===== src/rtl/rt_loader_pkg.sv =====
// Shared types and constants for the racetrack/LiM boot preload sequencer.
package rt_loader_pkg;

  typedef enum logic [2:0] {
    LD_IDLE,
    LD_FETCH,
    LD_ISSUE,
    LD_WAIT_ACK,
    LD_GAP,
    LD_DRAIN,
    LD_DONE,
    LD_ERROR
  } rt_ld_state_e;

  localparam int RT_DRAIN_CYCLES = 3;
  localparam int RT_GAP_CYCLES   = 1;

  localparam logic [3:0] RT_FULL_BE = 4'hF;

endpackage


===== src/rtl/rt_portb_mux.sv =====
// Port-B ownership mux: the loader drives memory port B until the preload is
// done, after which the core-side requester is passed straight through.
module rt_portb_mux #(
  parameter int ADDR_WIDTH  = 22,
  parameter int FUNCT_WIDTH = 4
) (
  input  logic                   sel_core,
  input  logic                   ld_en,
  input  logic                   ld_we,
  input  logic [3:0]             ld_be,
  input  logic [ADDR_WIDTH-1:0]  ld_addr,
  input  logic [31:0]            ld_wdata,
  input  logic                   core_en,
  input  logic                   core_we,
  input  logic [3:0]             core_be,
  input  logic [ADDR_WIDTH-1:0]  core_addr,
  input  logic [31:0]            core_wdata,
  input  logic [FUNCT_WIDTH-1:0] core_funct,
  input  logic                   core_we_funct,
  output logic                   mem_en,
  output logic                   mem_we,
  output logic [3:0]             mem_be,
  output logic [ADDR_WIDTH-1:0]  mem_addr,
  output logic [31:0]            mem_wdata,
  output logic [FUNCT_WIDTH-1:0] mem_funct,
  output logic                   mem_we_funct
);

  assign mem_en    = sel_core ? core_en    : ld_en;
  assign mem_we    = sel_core ? core_we    : ld_we;
  assign mem_be    = sel_core ? core_be    : ld_be;
  assign mem_addr  = sel_core ? core_addr  : ld_addr;
  assign mem_wdata = sel_core ? core_wdata : ld_wdata;

  // The loader only ever issues plain word writes, so LiM fields stay quiet.
  assign mem_funct    = sel_core ? core_funct : '0;
  assign mem_we_funct = sel_core ? core_we_funct : 1'b0;

endmodule


===== src/rtl/rt_boot_loader.sv =====
// Boot preload sequencer: copies NUM_WORDS words from the boot source into
// memory port B, then hands the port to the core and enables instruction fetch.
module rt_boot_loader
  import rt_loader_pkg::*;
#(
  parameter int ADDR_WIDTH  = 22,
  parameter int NUM_WORDS   = 4088,
  parameter int START_ADDR  = 0,
  parameter int FUNCT_WIDTH = 4,
  parameter int TIMEOUT     = 1024
) (
  input  logic                             clk,
  input  logic                             rst_n,
  input  logic                             start_i,
  output logic                             src_req_o,
  output logic [$clog2(NUM_WORDS)-1:0]     src_idx_o,
  input  logic                             src_valid_i,
  input  logic [31:0]                      src_data_i,
  input  logic                             core_en_i,
  input  logic                             core_we_i,
  input  logic [3:0]                       core_be_i,
  input  logic [ADDR_WIDTH-1:0]            core_addr_i,
  input  logic [31:0]                      core_wdata_i,
  input  logic [FUNCT_WIDTH-1:0]           core_funct_i,
  input  logic                             core_we_funct_i,
  output logic                             mem_en_o,
  output logic                             mem_we_o,
  output logic [3:0]                       mem_be_o,
  output logic [ADDR_WIDTH-1:0]            mem_addr_o,
  output logic [31:0]                      mem_wdata_o,
  output logic [FUNCT_WIDTH-1:0]           mem_funct_o,
  output logic                             mem_we_funct_o,
  input  logic                             mem_rvalid_i,
  output logic                             busy_o,
  output logic                             done_o,
  output logic                             error_o,
  output logic                             fetch_enable_o,
  output logic [$clog2(NUM_WORDS+1)-1:0]   word_cnt_o
);

  localparam int IDX_W  = $clog2(NUM_WORDS);
  localparam int CNT_W  = $clog2(NUM_WORDS + 1);
  localparam int WAIT_W = $clog2(TIMEOUT + 1);

  rt_ld_state_e      state_q, state_d;
  logic [IDX_W-1:0]  idx_q, idx_d;
  logic [31:0]       data_q, data_d;
  logic [CNT_W-1:0]  cnt_q, cnt_d;
  logic [WAIT_W-1:0] wait_q, wait_d;
  logic [1:0]        phase_q, phase_d;

  logic                  src_req;
  logic                  ld_en;
  logic                  ld_hold;
  logic [ADDR_WIDTH-1:0] ld_addr;

  always_ff @(posedge clk or negedge rst_n) begin
    if (!rst_n) begin
      state_q <= LD_IDLE;
      idx_q   <= '0;
      data_q  <= '0;
      cnt_q   <= '0;
      wait_q  <= '0;
      phase_q <= '0;
    end else begin
      state_q <= state_d;
      idx_q   <= idx_d;
      data_q  <= data_d;
      cnt_q   <= cnt_d;
      wait_q  <= wait_d;
      phase_q <= phase_d;
    end
  end

  // phase_q is shared by GAP and DRAIN; it is always zero on entry to either.
  always_comb begin
    state_d = state_q;
    idx_d   = idx_q;
    data_d  = data_q;
    cnt_d   = cnt_q;
    wait_d  = wait_q;
    phase_d = phase_q;
    src_req = 1'b0;
    ld_en   = 1'b0;
    ld_hold = 1'b0;
    case (state_q)
      LD_IDLE: begin
        if (start_i) begin
          idx_d   = '0;
          cnt_d   = '0;
          state_d = LD_FETCH;
        end
      end
      LD_FETCH: begin
        src_req = 1'b1;
        if (src_valid_i) begin
          data_d  = src_data_i;
          state_d = LD_ISSUE;
        end
      end
      LD_ISSUE: begin
        ld_en   = 1'b1;
        ld_hold = 1'b1;
        wait_d  = '0;
        state_d = LD_WAIT_ACK;
      end
      LD_WAIT_ACK: begin
        ld_hold = 1'b1;
        // A completion on the final allowed cycle still commits the word.
        if (mem_rvalid_i) begin
          cnt_d   = cnt_q + CNT_W'(1);
          phase_d = '0;
          state_d = LD_GAP;
        end else if (wait_q == WAIT_W'(TIMEOUT - 1)) begin
          state_d = LD_ERROR;
        end else begin
          wait_d = wait_q + WAIT_W'(1);
        end
      end
      LD_GAP: begin
        if (phase_q == 2'(RT_GAP_CYCLES - 1)) begin
          phase_d = '0;
          if (idx_q == IDX_W'(NUM_WORDS - 1)) begin
            state_d = LD_DRAIN;
          end else begin
            idx_d   = idx_q + IDX_W'(1);
            state_d = LD_FETCH;
          end
        end else begin
          phase_d = phase_q + 2'd1;
        end
      end
      LD_DRAIN: begin
        if (phase_q == 2'(RT_DRAIN_CYCLES - 1)) begin
          state_d = LD_DONE;
        end else begin
          phase_d = phase_q + 2'd1;
        end
      end
      LD_DONE, LD_ERROR: begin
      end
      default: state_d = LD_IDLE;
    endcase
  end

  // Word address wraps modulo 2^ADDR_WIDTH by plain truncation.
  assign ld_addr = ld_hold ? (ADDR_WIDTH'(START_ADDR) + ADDR_WIDTH'({idx_q, 2'b00})) : '0;

  rt_portb_mux #(
    .ADDR_WIDTH  (ADDR_WIDTH),
    .FUNCT_WIDTH (FUNCT_WIDTH)
  ) u_portb_mux (
    .sel_core      (state_q == LD_DONE),
    .ld_en         (ld_en),
    .ld_we         (ld_hold),
    .ld_be         (ld_hold ? RT_FULL_BE : 4'h0),
    .ld_addr       (ld_addr),
    .ld_wdata      (ld_hold ? data_q : 32'h0),
    .core_en       (core_en_i),
    .core_we       (core_we_i),
    .core_be       (core_be_i),
    .core_addr     (core_addr_i),
    .core_wdata    (core_wdata_i),
    .core_funct    (core_funct_i),
    .core_we_funct (core_we_funct_i),
    .mem_en        (mem_en_o),
    .mem_we        (mem_we_o),
    .mem_be        (mem_be_o),
    .mem_addr      (mem_addr_o),
    .mem_wdata     (mem_wdata_o),
    .mem_funct     (mem_funct_o),
    .mem_we_funct  (mem_we_funct_o)
  );

  assign src_req_o      = src_req;
  assign src_idx_o      = idx_q;
  assign word_cnt_o     = cnt_q;
  assign busy_o         = state_q inside {LD_FETCH, LD_ISSUE, LD_WAIT_ACK, LD_GAP, LD_DRAIN};
  assign done_o         = (state_q == LD_DONE);
  assign fetch_enable_o = (state_q == LD_DONE);
  assign error_o        = (state_q == LD_ERROR);

endmodule


===== config.mk =====
export PLATFORM = sky130hd
export DESIGN_NAME = rt_boot_loader
export DESIGN_NICKNAME = d
export VERILOG_FILES = /design/src/rtl/rt_loader_pkg.sv /design/src/rtl/rt_portb_mux.sv /design/src/rtl/rt_boot_loader.sv
export SDC_FILE = /design/constraint.sdc
export NUM_CORES = 1
export LEC_CHECK = 0
export ABC_AREA = 1
export BUFFER_PORTS_ARGS = -buffer_cell sky130_fd_sc_hd__buf_2
export CAP_MARGIN = 20
export CORE_MARGIN = 4
export CORE_UTILIZATION = 50
export CTS_CLUSTER_DIAMETER = 200
export DETAILED_ROUTE_END_ITERATION = 7
export GPL_TIMING_DRIVEN = 0
export PLACE_DENSITY = 0.81
export SLEW_MARGIN = 40
export SYNTH_ARGS = -nofsm -noshare
export SYNTH_HDL_FRONTEND = slang
export SYNTH_HIERARCHICAL = 1
export SYNTH_SLANG_ARGS = --single-unit

===== constraint.sdc =====
create_clock -name clk -period 2.72 [get_ports clk]
set_clock_uncertainty 0.15 [all_clocks]
set_input_delay 0.408 -clock clk [delete_from_list [all_inputs] [get_ports clk]]
set_output_delay 0.408 -clock clk [all_outputs]
set_load 0.005 [all_outputs]

==> flow_summary.toml, run 1 <==
[layout]
layout-drive-gt1-share_pct = 30.82
area_delta_synth_final_pct = 28.61
final_nets = 1073
stdcell_area_mm2 = 0.006513

[global_routing]
grt_max_degree = 38
grt_usage_pct = 23.88
grt_pass1_wl_mm = 22.41
antenna_found_initial = 1
overflow = 0
first_global_vias = 4705

[synthesis]
post_synth_instance_area_mm2 = 0.005064
yosysSeqAreaShare_pct = 35.58
synth_seq_cells = 72
synth.avg_cell_area_um2 = 6.797
synth_top_area_share_pct = 35.58
netlist_instances = 745
synth.area.top_cells = "dfrtp_1, nand2_1, mux2_2"
synthDistinctLibCells = 34
synthTopCellsByCount = "nand2_1, inv_1, dfrtp_1"
ys.flop_type = "dfrtp_1"
synth_edf_count = 0
async_flop_share_pct = 100.0
yosys.area.top_type = "dfrtp_1"
yosys_warnings = 6
yosysMostFrequentCell = "nand2_1"

[route]
num_vias = 5228
wire_per_inst_um = 12.87
drt-initial-drc-count = 381
dr.pass1.iters = 4
antenna_left = 0
drc = 0
viasPerCell = 4.744
routed_wl_mm = 14.18

[setup_path]
rr_worst_depth = 10
r2r_setup_slack_ns = 0.84
required_ns = 2.16
critPathSlowestCell = "dfrtp_1"
critPathLaunch = "state_q[2]"
timing.rr.end = "wait_q[9]"
start_kind = "flip-flop"
worstSetupPathType = "reg2out"
critPathMaxFanout = 10
slowest_delay_ns = 0.42
cp_common_cell = "nand2_1"
cp_num_cells = 10
cp_num_buf_inv = 6
critical_path.cell_chain = "buf_6 -> inv_4 -> ha_4 -> clkbuf_4 -> clkbuf_4 -> nand2_1 -> inv_1 -> nand2_1 -> nand2_1 -> buf_2"
worstPathArrival_ns = 1.99
cp_top_family = "buffers and inverters"
end_kind = "output port"
reg2reg_from = "wait_q[0]"

[die]
die_y_um = 108.6
start_util_pct = 51.57
pin_count = 196
core_area_mm2 = 0.009819
die_x_um = 108.6
dieArea_mm2 = 0.01180
fp-row-count = 36

[placed_design]
placed_area_mm2 = 0.006266
port_buffers = 195
dp_hpwl_mm = 11.34
gp_congestion = 0.8760

[clocking]
clkSlewWorstSetupHoldPaths_ns = 0.10
cts_setup_buffers = 0
insertion_delay_ns = 0.34
cts_max_path_buffers = 2
h-tree-depth = 3
cts_tree = "built"
clk_root_buffer_cell = "clkbuf_8"
cts_buffers = 9
clock_sinks = 72

[flow_run]
maxCapViolations = 0

[sta]
hold_violations = 0
slew_violations = 0
rsz0062_at_grt = "false"
fin_crit_sh_pct = 93.73
max_freq_mhz = 392.3
finalWorstPathRequiredPeriod_ns = 2.549
setup-violations-final = 0

[power]
power_density_mw_per_mm2 = 722.2
total_power_mw = 4.704
vdd_drop_max_mv = 0.4721
leakage_nw = 3.918

[worst_hold_path]
hold_end = "data_q[21]"
hold_path_startpoint = "src_data_i[21]"
worstHoldPathType = "in2reg"
hold_depth = 2

[run_status]
status = "finished clean"
==> sequential cells by signal, indices dropped and copies added (netlist names) <==
register,flops
data_q,32
src_idx_o,12
word_cnt_o,12
wait_q,11
state_q,3
phase_q,2
==> power breakdown <==
part | internal [mW] | switching [mW]
sequential | 1.38 | 0.193
combinational | 1.01 | 1.32
clock | 0.350 | 0.456
==> layer usage <==
layer  vias up  global-route usage, %  share of wire [%]
met3        13                  3.789                6.6
met4         0                  7.304               0.99
met1      2339                  30.11                 41
li1       2738                      -                  -
met5         -                      0                  0
met2       138                  42.10                 52
==> layout make-up <==
class                   instances  area (um2)
clock buffers                   9       123.9
inverters                      89       339.1
well taps                     133       166.4
plain buffers                  28       220.2
diodes                          2       5.005
clock inverters                 7       61.31
fillers                       916        3307
flip-flops and latches         72        1803
multi-input cells             565        2781
repair buffers                197        1012
==> cells by family (layout without fill, tap and decap cells) <==
group / Yosys count / count (layout) / share of synthesized area [%]
other: 1 / 12 / 0.07406
adders and majority gates: 9 / 9 / 2.224
muxes: 32 / 32 / 7.116
AOI/OAI and AO/OA: 45 / 45 / 5.115
DFF: 72 / 72 / 35.58
and+or+nand+nor: 461 / 461 / 37.88
buffers and inverters: 117 / 330 / 10.63
xor gates and xnor gates: 8 / 8 / 1.384
==> metrics by stage <==
step | hold WS (ns) | worst slack [ns] | instances | TNS, ns | util (%)
2_1_floorplan | -0.03759 | 0.5526 | 754 | 0 | -
3_3_place_gp | 0.3360 | -0.002264 | 1082 | -0.002264 | 63.54
3_5_place_dp | 0.1742 | -0.01600 | 1083 | -0.03509 | 63.81
4_1_cts | 0.1200 | 0.06222 | 1100 | 0 | 66.18
5_1_grt | 0.1215 | 0.008423 | 1101 | 0 | 66.30
6_report | 0.1315 | 0.1706 | 1102 | 0 | 66.32
==> how the worst max path moves through the flow <==
stage	endpoint	slack [ns]
after global routing	mem_wdata_o[7]	0.008
after global placement	mem_wdata_o[8]	-0.002
final	mem_wdata_o[31]	0.17
after detailed placement	mem_wdata_o[7]	-0.02
after CTS	mem_wdata_o[4]	0.06
after floorplan	mem_addr_o[10]	0.55
==> repair_timing <==
action / CTS / global route
endpoints found under the setup margin: 65 / 52
resized for setup: 12 / 7
hold buffers: 1 / 0
hold endpoints to repair: 35 / 0
==> worst reg2reg max path: stages, from the launching register on <==
cell,delay (ns)
dfrtp_1,0.44
ha_1,0.24
nand2_1,0.13
nor2_4,0.17
nand3_2,0.14
nand2_4,0.12
nand2_4,0.09
inv_4,0.08
buf_6,0.14
nand2_1,0.07
o21ai_2,0.05
==> layout by cell type (no fill, tap or decap), drive strengths merged, types with 2 or more instances in the layout <==
master    count
a21o          4
xnor2         2
nand2       353
clkinvlp      2
nand3        39
mux2         32
dfrtp        72
o21bai        4
o21ai        30
ha            9
diode         2
a21oi         6
nor2         51
clkbuf       13
inv          93
nand4        15
xor2          6
buf         220
conb         10
Power figures use the tool's default switching activity.
==> run 2, diff against run 1 <==
--- a/config.mk
+++ b/config.mk
@@ -9,13 +9,12 @@
 export BUFFER_PORTS_ARGS = -buffer_cell sky130_fd_sc_hd__buf_2
 export CAP_MARGIN = 20
 export CORE_MARGIN = 4
-export CORE_UTILIZATION = 50
+export CORE_UTILIZATION = 48
 export CTS_CLUSTER_DIAMETER = 200
 export DETAILED_ROUTE_END_ITERATION = 7
 export GPL_TIMING_DRIVEN = 0
-export PLACE_DENSITY = 0.81
+export PLACE_DENSITY = 0.8
 export SLEW_MARGIN = 40
 export SYNTH_ARGS = -nofsm -noshare
 export SYNTH_HDL_FRONTEND = slang
-export SYNTH_HIERARCHICAL = 1
 export SYNTH_SLANG_ARGS = --single-unit
==> constraint.sdc (replaced) <==
create_clock -name clk -period 2.72 [get_ports clk]
set_clock_uncertainty 0.15 [all_clocks]
set_input_delay 0.272 -clock clk [delete_from_list [all_inputs] [get_ports clk]]
set_output_delay 0.272 -clock clk [all_outputs]
set_load 0.005 [all_outputs]
==> flow_summary.toml, run 2 <==
[synthesis]
post_synth_instance_area_mm2 = 0.004551
synth_top_area_share_pct = 39.59
synth_seq_cells = 72
ys.flop_type = "dfrtp_1"
yosys_warnings = 0
syn_nets = 736
synth_edf_count = 0
yosysMostFrequentCell = "nand2_1"
async_flop_share_pct = 100.0
synth.avg_cell_area_um2 = 7.246
netlist_instances = 628
yosysSeqAreaShare_pct = 39.59
synth.area.top_cells = "dfrtp_1, nand2_1, nand3_1"
synthTopCellsByCount = "nand2_1, nand3_1, dfrtp_1"
synthDistinctLibCells = 32
yosys.area.top_type = "dfrtp_1"

[setup_path]
critPathMaxFanout = 10
required_ns = 2.30
worstPathArrival_ns = 2.19
critPathLaunch = "state_q[2]"
r2r_setup_slack_ns = 0.67
rr_worst_depth = 10
cp-endpoint = "mem_wdata_o[18]"
end_kind = "output port"
reg2reg_from = "wait_q[0]"
worstSetupPathType = "reg2out"
start_kind = "flip-flop"
timing.rr.end = "wait_q[10]"

[global_routing]
overflow = 0
first_global_vias = 4993
grt_pass1_wl_mm = 23.16
grt_usage_pct = 24.99
antenna_found_initial = 0
grt_max_degree = 38

[sta]
max-slew-margin-rel_pct = 62.02
tightest_slew_ns = 0.5698
slew_violations = 0
setup-violations-final = 0
fin_crit_sh_pct = 96.20
finalWorstPathRequiredPeriod_ns = 2.617
setup_ws_ns = 0.1033
hold_violations = 0
finalSetupTns_ns = 0
rsz0062_at_grt = "false"
max_freq_mhz = 382.2

[placed_design]
gp_congestion = 0.9572
port_buffers = 194
pre_cts_ws_ns = 0.4999
dp_hpwl_mm = 10.91

[clocking]
clock_sinks = 72
clkSlewWorstSetupHoldPaths_ns = 0.08
cts_buffers = 9
cts_tree = "built"
clk_root_buffer_cell = "clkbuf_8"
cts_max_path_buffers = 2
insertion_delay_ns = 0.34
h-tree-depth = 3

[flow_run]
maxCapViolations = 0

[die]
pin_count = 196
start_util_pct = 49.25
dieArea_mm2 = 0.01110
die_y_um = 105.4
core_area_mm2 = 0.009240
fp-row-count = 35
die_x_um = 105.4

[run_status]
status = "finished clean"

[route]
wire_per_inst_um = 14.44
drc = 0
routed_wl_mm = 14.03
antenna_left = 0
num_vias = 5168
viasPerCell = 5.322
drt-initial-drc-count = 242
dr.pass1.iters = 5

[layout]
area_delta_synth_final_pct = 30.96
layout_commonest_cell = "buf_2"
diodes = 0
multi_input_area_mm2 = 0.002371
largest-register = "data_q"
largest_reg_flops = 32
fillers = 856
final_cell_mix = "buf_2, nand2_1, nand3_1"
register_area_mm2 = 0.001802
layout-drive-gt1-share_pct = 30.88
final_nets = 945

[power]
vdd_drop_max_mv = 0.5591
power_density_mw_per_mm2 = 797.3
leakage_nw = 3.254

[worst_hold_path]
worstHoldPathType = "in2reg"
run 2: cell count changes after synthesis, moves of 7 or more:
cell     before  now
nor2_1       45   53
buf_2         8   21
buf_6         8    1
a32o_1        0   36
mux2_2       32    0
o21ai_1       4   15
nand2_1     347  194
nand3_1      37   86
inv_1        83   48
run 2: through the flow:
stage	total power, mW	cell area [um2]	hold WS, ns	utilization [%]	std cells
floorplan	2.963	4551	-0.1736	-	628
global placement	3.715	5683	0.3068	61.50	951
detailed placement	3.812	5709	0.04698	61.79	952
CTS	4.774	5959	0.0003613	64.50	971
global route	5.106	5959	0.006117	64.50	971
finish	4.751	5959	0.01099	64.50	971
run 2: metal layers:
metal,global-route usage (%),vias to the layer above,routed length (um)
li1,-,2513,-
met1,30.78,2376,5658
met2,42.99,251,6794
met3,5.144,28,1265
met4,9.466,0,306
met5,0,-,0
run 2: worst min path at each step:
stage,from,endpoint,slack (ns),cells past startpoint
detailed placement,rst_n,src_idx_o[10],0.05,1
global placement,data_q[24],data_q[24],0.31,2
CTS,src_data_i[20],data_q[20],0.0004,3
floorplan,rst_n,data_q[0],-0.17,0
global route,src_data_i[2],data_q[2],0.006,3
finish,src_data_i[20],data_q[20],0.01,3
run 2: kinds of logic (layout without fill, tap and decap cells):
family | count (synthesis) | in the layout | synth area share [%]
AOI/OAI and AO/OA | 89 | 89 | 14.46
xor gates and xnor gates | 4 | 4 | 0.7698
adders and majority gates | 6 | 6 | 1.650
buffers and inverters | 90 | 304 | 8.303
DFF | 72 | 72 | 39.59
and+or+nand+nor | 367 | 367 | 35.22
run 2: layout make-up:
type / count / area share [%]
inverter: 54 / 3.443
multi-input combinational: 466 / 39.79
tap: 129 / 2.708
clock buffer: 10 / 2.141
clock inverter: 6 / 1.554
sequential: 72 / 30.23
buffer: 36 / 2.897
timing repair buffer: 198 / 17.24
run 2: worst max-delay path, cell delays in order (launching register included):
cell and delay (ns):
dfrtp_1 0.36, buf_2 0.19, inv_2 0.22, clkbuf_1 0.45, buf_2 0.33, a32o_1 0.19
buf_2 0.11
run 2: repair_timing:
item	4_1_cts	5_1_grt
hold buffers	3	0
hold endpoints to repair	38	0
setup buffers	0	0
resized for setup	0	0
endpoints found under the setup margin	0	0
run 2: power by group:
| part | switching (mW) | internal, mW | total (mW) | leakage (nW) |
|---|---|---|---|---|
| Combinational | 1.37 | 0.833 | 2.20 | 2.20 |
| Sequential | 0.243 | 1.36 | 1.60 | 0.948 |
| Clock | 0.429 | 0.522 | 0.951 | 0.103 |
| Total | 2.04 | 2.71 | 4.75 | 3.25 |
==> run 3, diff against run 2 <==
--- a/config.mk
+++ b/config.mk
@@ -5,11 +5,10 @@
 export SDC_FILE = /design/constraint.sdc
 export NUM_CORES = 1
 export LEC_CHECK = 0
-export ABC_AREA = 1
 export BUFFER_PORTS_ARGS = -buffer_cell sky130_fd_sc_hd__buf_2
 export CAP_MARGIN = 20
 export CORE_MARGIN = 4
-export CORE_UTILIZATION = 48
+export CORE_UTILIZATION = 47
 export CTS_CLUSTER_DIAMETER = 200
 export DETAILED_ROUTE_END_ITERATION = 7
 export GPL_TIMING_DRIVEN = 0
==> flow_summary.toml, run 3 <==
[die]
die_y_um = 100.8
dieArea_mm2 = 0.01017
die_x_um = 100.8
pin_count = 196
fp-row-count = 33
start_util_pct = 48.82
core_area_mm2 = 0.008299

[layout]
final_util_pct = 67.65
largest_reg_flops = 32
layout_commonest_cell = "buf_2"
diodes = 0
register_area_mm2 = 0.001802
layout-drive-gt1-share_pct = 41.99
largest-register = "data_q"
area_delta_synth_final_pct = 38.57
final_nets = 727
fin_cells = 729
multi_input_area_mm2 = 0.002127
final_cell_mix = "buf_2, dfrtp_1, a22o_1"
fillers = 666

[global_routing]
use_met3_pct = 4.429
grt_pass1_wl_mm = 19.31
grtUsageMet2_pct = 41.92
first_global_vias = 4062
grt_max_degree = 56
grt_usage_pct = 23.83
overflow = 0
antenna_found_initial = 0
grt.busiest_layer = "met2"
grt_util_met1_pct = 28.70

[clocking]
cts_setup_buffers = 0
clkSlewWorstSetupHoldPaths_ns = 0.08
cts_tree = "built"
clk_root_buffer_cell = "clkbuf_8"
cts_max_path_buffers = 2
cts_buffers = 9
h-tree-depth = 3
insertion_delay_ns = 0.36
clock_sinks = 72

[power]
p_seq_share_pct = 41.4
intPower_mw = 2.631
vdd_drop_max_mv = 0.5010
p_sw_share_pct = 35.64
pwr-share-clk_pct = 19.3
power_density_mw_per_mm2 = 728.3
power_switching_mw = 1.457
leakage_nw = 2.830
p_comb_share_pct = 39.3

[placed_design]
port_buffers = 195
gp_congestion = 0.8454
dp_hpwl_mm = 9.277
dp_cells = 692

[setup_path]
critPathMaxFanout = 10
end_kind = "output port"
required_ns = 2.30
cp-endpoint = "mem_wdata_o[19]"
r2r_setup_slack_ns = 0.33
worstSetupPathType = "reg2out"
start_kind = "flip-flop"
timing.rr.end = "src_idx_o[8]"
worstPathArrival_ns = 2.14
rr_worst_depth = 5
reg2reg_from = "state_q[0]"
critPathLaunch = "state_q[2]"

[route]
drc = 0
routed_wl_mm = 12.66
num_vias = 4101
dr.pass1.iters = 5
drt-initial-drc-count = 223
viasPerCell = 5.626
wire_per_inst_um = 17.37
antenna_left = 0

[synthesis]
yosys.area.top_type = "dfrtp_1"
synth_seq_cells = 72
synthDistinctLibCells = 52
yosysSeqAreaShare_pct = 44.47
synth.avg_cell_area_um2 = 10.36
ys.flop_type = "dfrtp_1"
synth_top_area_share_pct = 44.47
synthTopCellsByCount = "dfrtp_1, a22o_1, mux2_2"
async_flop_share_pct = 100.0
yosys_warnings = 0
syn_nets = 499
post_synth_instance_area_mm2 = 0.004051
netlist_instances = 391
yosysMostFrequentCell = "dfrtp_1"
synth.area.top_cells = "dfrtp_1, a22o_1, mux2_2"
synth_edf_count = 0

[run_status]
violations = "negative hold slack"
status = "finished, violations left"

[worst_hold_path]
worstHoldPathType = "in2reg"

[sta]
hold_violations = 1
rsz0062_at_grt = "false"
whs_ns = -0.002117
max_freq_mhz = 389.7
max-slew-margin-rel_pct = 43.90
setup-violations-final = 0
finalWorstPathRequiredPeriod_ns = 2.566
tightest_slew_ns = 0.8365
fin_crit_sh_pct = 94.35
slew_violations = 0

[flow_run]
maxCapViolations = 0
run 3: changes by cell type in the layout (fill, tap and decap cells not counted), moves of 11 or more:
cell	change
dlygate4sd3_1	+19
a21oi_1	+11
a32o_1	-36
buf_2	-18
nor2_1	-36
and2_1	+16
nand2_1	-176
mux2_2	+33
nand3_1	-76
o21ai_1	-15
a22o_1	+46
inv_1	-43
run 3: layout make-up:
class	instances	share of cell area [%]
Buffer	27	2.229
Clock buffer	10	2.452
Clock inverter	6	0.7577
Inverter	5	0.3343
Multi-Input combinational cell	286	37.89
Sequential cell	72	32.09
Tap cell	105	2.340
Timing Repair Buffer	218	21.91
run 3: stage by stage:
stage          cell area [um2]  setup WS, ns  TNS (ns)  total power [mW]
3_3_place_gp              5159       -0.1207    -1.931             3.162
5_1_grt                   5614      0.004024         0             4.335
3_5_place_dp              5192       -0.1541    -3.203             3.256
4_1_cts                   5605       0.07583         0             4.075
6_report                  5614        0.1537         0             4.089
2_1_floorplan             4051        0.5901         0             2.556
run 3: how the worst min path moves through the flow:
stage / from / to / slack (ns) / depth (start not counted)
floorplan: rst_n / data_q[0] / -0.17 / 0
global placement: wait_q[5] / wait_q[5] / 0.31 / 1
detailed placement: rst_n / word_cnt_o[1] / -0.03 / 1
CTS: src_data_i[29] / data_q[29] / 0.0004 / 2
global route: src_data_i[20] / data_q[20] / 0.003 / 2
finish: src_data_i[20] / data_q[20] / -0.002 / 2
run 3: power groups by stage:
| stage | clock network (mW) | logic [mW] | registers (mW) |
|---|---|---|---|
| finish | 0.790 | 1.61 | 1.69 |
| global route | 0.842 | 1.76 | 1.73 |
| CTS | 0.792 | 1.60 | 1.68 |
| detailed placement | 0 | 1.55 | 1.70 |
| global placement | 0 | 1.48 | 1.68 |
| floorplan | 0 | 0.939 | 1.62 |
run 3: layer usage:
metal / up-vias / wire (um)
li1: 1932 / -
met2: 158 / 6538
met1: 1985 / 4869
met5: - / 0
met4: 0 / 303
met3: 26 / 948
run 3: cell families (layout without fill, tap and decap cells):
| group | Yosys count | after routing | synth area share, % |
|---|---|---|---|
| flip-flops | 72 | 72 | 44.47 |
| multiplexers | 40 | 40 | 11.30 |
| AO/OA/AOI/OAI | 109 | 109 | 19.70 |
| buffers and inverters | 33 | 266 | 3.366 |
| adder cells (fa/ha/maj) | 6 | 6 | 1.853 |
| XOR/XNOR | 9 | 9 | 1.946 |
| AND/OR/NAND/NOR | 122 | 122 | 17.36 |
run 3: critical path: stages, from the launching register on:
cell	delay, ns
dfrtp_1	0.53
clkbuf_2	0.29
nand2_1	0.12
nor2_4	0.22
clkbuf_2	0.27
a22o_1	0.22
buf_2	0.13
run 3: what timing repair did:
item / CTS / global route
endpoints found under the hold margin: 93 / 0
hold buffers: 22 / 0
setup endpoints to repair: 61 / 59
resized for setup: 9 / 4
